===== config.mk =====
export PLATFORM = sky130hd
export DESIGN_NAME = stream_demux
export DESIGN_NICKNAME = d
export VERILOG_FILES = /design/src/rtl/stream_demux.sv
export SDC_FILE = /design/constraint.sdc
export NUM_CORES = 1
export LEC_CHECK = 0
export ABC_CLOCK_PERIOD_IN_PS = 2300
export CORE_UTILIZATION = 25
export DETAILED_ROUTE_END_ITERATION = 12
export PLACE_DENSITY = 0.59
export SYNTH_ARGS = -nofsm -noshare
export SYNTH_HDL_FRONTEND = slang
export SYNTH_SLANG_ARGS = --single-unit

===== constraint.sdc =====
create_clock -name clk -period 2.3 [get_ports clk]
set_clock_uncertainty 0.2 [all_clocks]
set_input_delay 0.345 -clock clk [delete_from_list [all_inputs] [get_ports clk]]
set_output_delay 0.345 -clock clk [all_outputs]
set_load 0.01 [all_outputs]

===== src/rtl/stream_demux.sv =====
// Registered 1-to-NCH stream demultiplexer.
// Per-channel holding registers, broadcast, drop accounting.
module stream_demux #(
  parameter int NCH = 4,
  parameter int DW  = 8,
  parameter int SW  = 2,
  parameter int CW  = 8
)(
  input  logic              clk,
  input  logic              rst_n,
  input  logic              in_valid,
  output logic              in_ready,
  input  logic [DW-1:0]     in_data,
  input  logic [SW-1:0]     in_sel,
  input  logic              in_bcast,
  output logic [NCH-1:0]    out_valid,
  input  logic [NCH-1:0]    out_ready,
  output logic [NCH*DW-1:0] out_data,
  output logic              drop_pulse,
  output logic [CW-1:0]     drop_cnt
);

  localparam int NP = 2**SW;
  localparam logic [SW:0] NCH_W = (SW+1)'(NCH);

  logic [NCH-1:0] free;
  logic [NCH-1:0] load;
  logic [NP-1:0]  free_pad;
  logic           sel_ok;
  logic           accept;
  logic           drop;

  assign free   = ~out_valid | out_ready;
  assign sel_ok = {1'b0, in_sel} < NCH_W;

  always_comb begin
    free_pad = '0;
    free_pad[NCH-1:0] = free;
  end

  always_comb begin
    in_ready = 1'b0;
    if (!rst_n)
      in_ready = 1'b0;
    else if (in_bcast)
      in_ready = &free;
    else if (sel_ok)
      in_ready = free_pad[in_sel];
    else
      in_ready = 1'b1;
  end

  assign accept = in_valid && in_ready;
  assign drop   = accept && !in_bcast && !sel_ok;

  for (genvar i = 0; i < NCH; i++) begin : g_ld
    assign load[i] = accept &&
                     (in_bcast || in_sel == SW'(i));
  end

  // a load wins over a same-cycle drain
  always_ff @(posedge clk or negedge rst_n) begin
    if (!rst_n) begin
      out_valid <= '0;
      out_data  <= '0;
    end else begin
      for (int i = 0; i < NCH; i++) begin
        if (load[i]) begin
          out_valid[i]         <= 1'b1;
          out_data[i*DW +: DW] <= in_data;
        end else if (out_ready[i]) begin
          out_valid[i] <= 1'b0;
        end
      end
    end
  end

  always_ff @(posedge clk or negedge rst_n) begin
    if (!rst_n) begin
      drop_pulse <= 1'b0;
      drop_cnt   <= '0;
    end else begin
      drop_pulse <= drop;
      if (drop && drop_cnt != '1)
        drop_cnt <= drop_cnt + 1'b1;
    end
  end

endmodule


---- Word-level counts from Yosys, hierarchy flattened ----
Cells that the tools add are included.
cells by class
  $lt $le $gt $ge ......................... 1
  equal/unequal tests ..................... 3
  mux-type cells .......................... 12
  bitwise gates (word level) .............. 2
  reduce and logical (&&, ||, !) cells .... 15
operators with widths
  cell                                                                           count
  1-bit 2-to-1 mux                                                               11
  2-bit nonzero test                                                             4
  1-bit logical AND                                                              5
  2-bit == test (second input constant)                                          2
  1-bit logical OR                                                               4
  4-bit NOT                                                                      1
  4-bit bitwise OR                                                               1
  4-bit AND reduction                                                            1
  2-bit by 3-bit less-than comparator with 1-bit output (second input constant)  1
  1-bit binary-select mux with 2-bit select                                      1
  2-bit by 1-bit == test with 1-bit output (second input constant)               1
  2-bit logical NOT                                                              1
storage, ports and cells
  register bits ........................... 36
  bits of input ports ..................... 18
  output and inout port bits .............. 46
  word-level logic and storage cells ...... 41

---- Depth between registers and ports, before layout ----
  word-level depth ........................ 9
  gate-level depth with buffers ........... 5
  mapped depth without buffers ............ 5

---- Worst setup path before layout ----
Ideal clock, no wire load.
  path type ............................... input port to flip-flop
  start ................................... input port in_sel[0]
  end ..................................... register out_data[16]
  arrival time ............................ 1631 ps
  path slack .............................. 344 ps
  stages .................................. 5
  path buffers ............................ 0
  cell sequence ........................... nor2b_1 o21ai_2 nand3_4 nor4_4 mux2_2
between the ends
  cells in the longest elaborated chain, start to end .. 6
  elaborated cells between the ends (all ways) .. 8
  classes of those cells .................. 1 x eq/ne; 4 x mux; 3 x reduce/logical
ends and longest elaborated chain
  item                                       line  source
  start: declaration                         14    input logic [SW-1:0] in_sel,
  1-bit binary-select mux with 2-bit select  48    in_ready = free_pad[in_sel];
  1-bit 2-to-1 mux (implied by the code)     48
  1-bit 2-to-1 mux                           45    else if (in_bcast)
  1-bit 2-to-1 mux                           43    if (!rst_n)
  1-bit logical AND                          53    assign accept = in_valid && in_ready;
  1-bit logical AND (*)                      57    assign load[i] = accept &&
  end signal: indexed assignment             70    out_data[i*DW +: DW] <= in_data;
  end: declaration                           18    output logic [NCH*DW-1:0] out_data,
Mark *: on every way between the ends. The rest lies on a longest branch, timed or not. The select of a mux whose other input is x is not followed.
A chain may end at the register's enable or synchronous reset.

---- Final worst setup path ----
  start ................................... input port in_sel[0]
  end ..................................... output port in_ready
between the ends
  cells in the longest elaborated chain, start to end .. 4
ends and longest elaborated chain
  item                                       line  source
  1-bit binary-select mux with 2-bit select  48
  1-bit 2-to-1 mux (implied by the code)     48
  1-bit 2-to-1 mux                           45
  1-bit 2-to-1 mux                           43
  end: declaration                           12    output logic in_ready,
No other way between the ends. The select of a mux whose other input is x is not followed.

==> flow_summary.ini <==
[synth]
synth_top_family_by_area = multiplexers
synth_cells = 105
synthAdderAreaFrac = 0
ys_warn_count = 0
synth_compound_area_frac = 0.0402
synth_edf_count = 0
yosysTopAreaCell = dfrtp_1
synthTopCellsByCount = 36 x dfrtp_1, 32 x mux2_2, 9 x buf_4
yosysUniqueCellTypes = 20
ys_seq_elements = 36
synth-seq-area-share = 0.579
async_flop_share = 1.00
synth_most_common_cell = dfrtp_1
yosysTopAreaCellShare = 0.579
syn_avg_cell_area_sq_um = 14.8
synth_area_sq_mm = 0.00156
synth-simple-area-share = 0.0965
synth-xor-area-share = 0
ys_top_cells_by_area = dfrtp_1 58%, mux2_2 23%, buf_4 4.3%
ys.flop_type = dfrtp_1
yosys-mux-area-fraction = 0.232

[global_routing]
grt_use_total = 0.127
grt_max_degree = 37
antenna_found_initial = 0
grt_pass1_wl_um = 6150
grt_pass1_vias = 1255
overflow = 0

[clock_tree]
cts.sinks = 36
clkTransAtPathRegs_ns = 0.07
postCtsSetupRepairBufs = 0
cts_tree = yes
clock_latency_ns = 0.29
htreeDepth = 2
cts_buffer_depth = 2
numCtsBuffers = 5
cts_root_buffer = clkbuf_8

[sta]
fin_setup_tns_ns = 0
final_max_slew_viol_count = 0
setup_viol = 0
grt_setup_unrepaired = no
layout_setup_ws_ns = 0.111
fmax_mhz = 457
hold_violations = 0
fin_crit_sh = 0.952
period_needed_ns = 2.19
holdWs_ns = 0.313

[finish]
area_delta_synth_final_pct = 53.5
final_layout_size_suffix_gt1_frac = 0.348
final_nets = 195
n_fill_cell = 580
diodes = 0
final_cell_area_sq_mm = 0.00239

[placed_design]
place_hpwl_um = 2630
placed_cell_area_sq_mm = 0.00229
gp_congestion = 0.795
numPortBuffers = 54
dp_worst_setup_slack_ns = -0.193

[floorplan]
fp-row-count = 28
dieArea_sq_mm = 0.00655
io_pins = 64
die_h_um = 80.9
core_sq_mm = 0.00596
initial_core_util = 0.261
die_x_um = 80.9

[drt]
wire_per_inst_um = 14.6
antenna_left = 0
finalWirelength_um = 3700
dr.pass1.iters = 2
drtIter0Drc = 33
drc = 0
routed_via_density = 4.30
vias = 1088

[pwr]
ir_drop_v = 0.000443
pwr_density_cell_mw_per_mm2 = 877
power.total_mw = 2.10
p_leak_nw = 0.998

[flow_run]
cap_violations = 0

[worst_setup_path]
end_kind = output pin
worstSetupPathType = in2out
crit_fanout = 4
cp-start-kind = input pin
arrival_ns = 1.64
cp.required_ns = 1.75

[min_path]
hp-class = reg2reg

[run_status]
status = completed
[placed cells by master (no fill, tap or decap), types with 2 or more instances in the layout]
cell type        instances
mux2_2                  32
buf_12                   5
buf_4                    6
inv_1                    3
clkdlybuf4s50_1         51
dfrtp_1                 36
dlygate4sd2_1            2
conb_1                   9
nand2_1                  3
a21o_1                   2
o21ai_2                  2
clkbuf_8                 5
or2_2                    2
nor2b_1                  3
nor3_4                   3
[through the flow]
stage	cells	util
after detailed placement	244	0.385
final	253	0.401
after floorplan	113	-
after global placement	244	0.385
after CTS	253	0.401
after global routing	253	0.401
[layer usage]
layer,routed length [um],vias up,GRT usage,share of wire
met2,1610,48,0.197,0.44
met3,373,3,0.0573,0.10
met4,25,0,0.0321,0.0068
met5,0,-,0,0
li1,-,493,-,-
met1,1690,544,0.162,0.46
[worst paths after layout]
| check | from | end | slack [ns] | depth (start not counted) |
|---|---|---|---|---|
| setup reg to reg | out_valid[1] | out_data[6] | 0.37 | 7 |
| setup / recovery | in_sel[0] | in_ready | 0.11 | 6 |
| hold / removal | out_data[21] | out_data[21] | 0.31 | 1 |
| max in group asynchronous | rst_n | out_data[6] | 1.05 | 3 |
| min in group asynchronous | rst_n | out_valid[1] | 0.52 | 3 |
| hold reg to reg | out_data[21] | out_data[21] | 0.31 | 1 |
[state kept, by name (all words and copies together), names as in the netlist]
register	cells
out_data	32
out_valid	4
[logic make-up (layout without fill, tap and decap cells)]
group                  Yosys count  in the layout
multiplexers                    32             32
flip-flops                      36             36
AO/OA/AOI/OAI                    8              8
buffers and inverters           12             77
other                            1              9
AND/OR/NAND/NOR                 16             16
[power by group]
group	total (mW)	switching (mW)	internal, mW
Combinational	0.752	0.277	0.475
Sequential	0.891	0.0916	0.800
Clock	0.452	0.236	0.215
[layout make-up]
class / count / area [sq um] / area share
clock inverter: 2 / 16.3 / 0.00681
tap: 75 / 93.8 / 0.0393
clock buffer: 6 / 72.6 / 0.0304
multi-input combinational: 65 / 607 / 0.254
timing repair buffer: 66 / 688 / 0.288
inverter: 3 / 11.3 / 0.00471
sequential: 36 / 901 / 0.377
[timing repair]
action	in CTS	in global routing
hold endpoints to repair	36	0
endpoints found under the setup margin	1	0
hold buffers	1	0
gates resized for setup	2	0
[critical path, stage by stage]
cell	delay, ns
clkdlybuf4s50_1	0.51
nor2b_1	0.24
o21ai_2	0.09
nand3_4	0.12
nor2_1	0.06
dlygate4sd2_1	0.28
No activity file was read; power rests on OpenSTA's default activity.
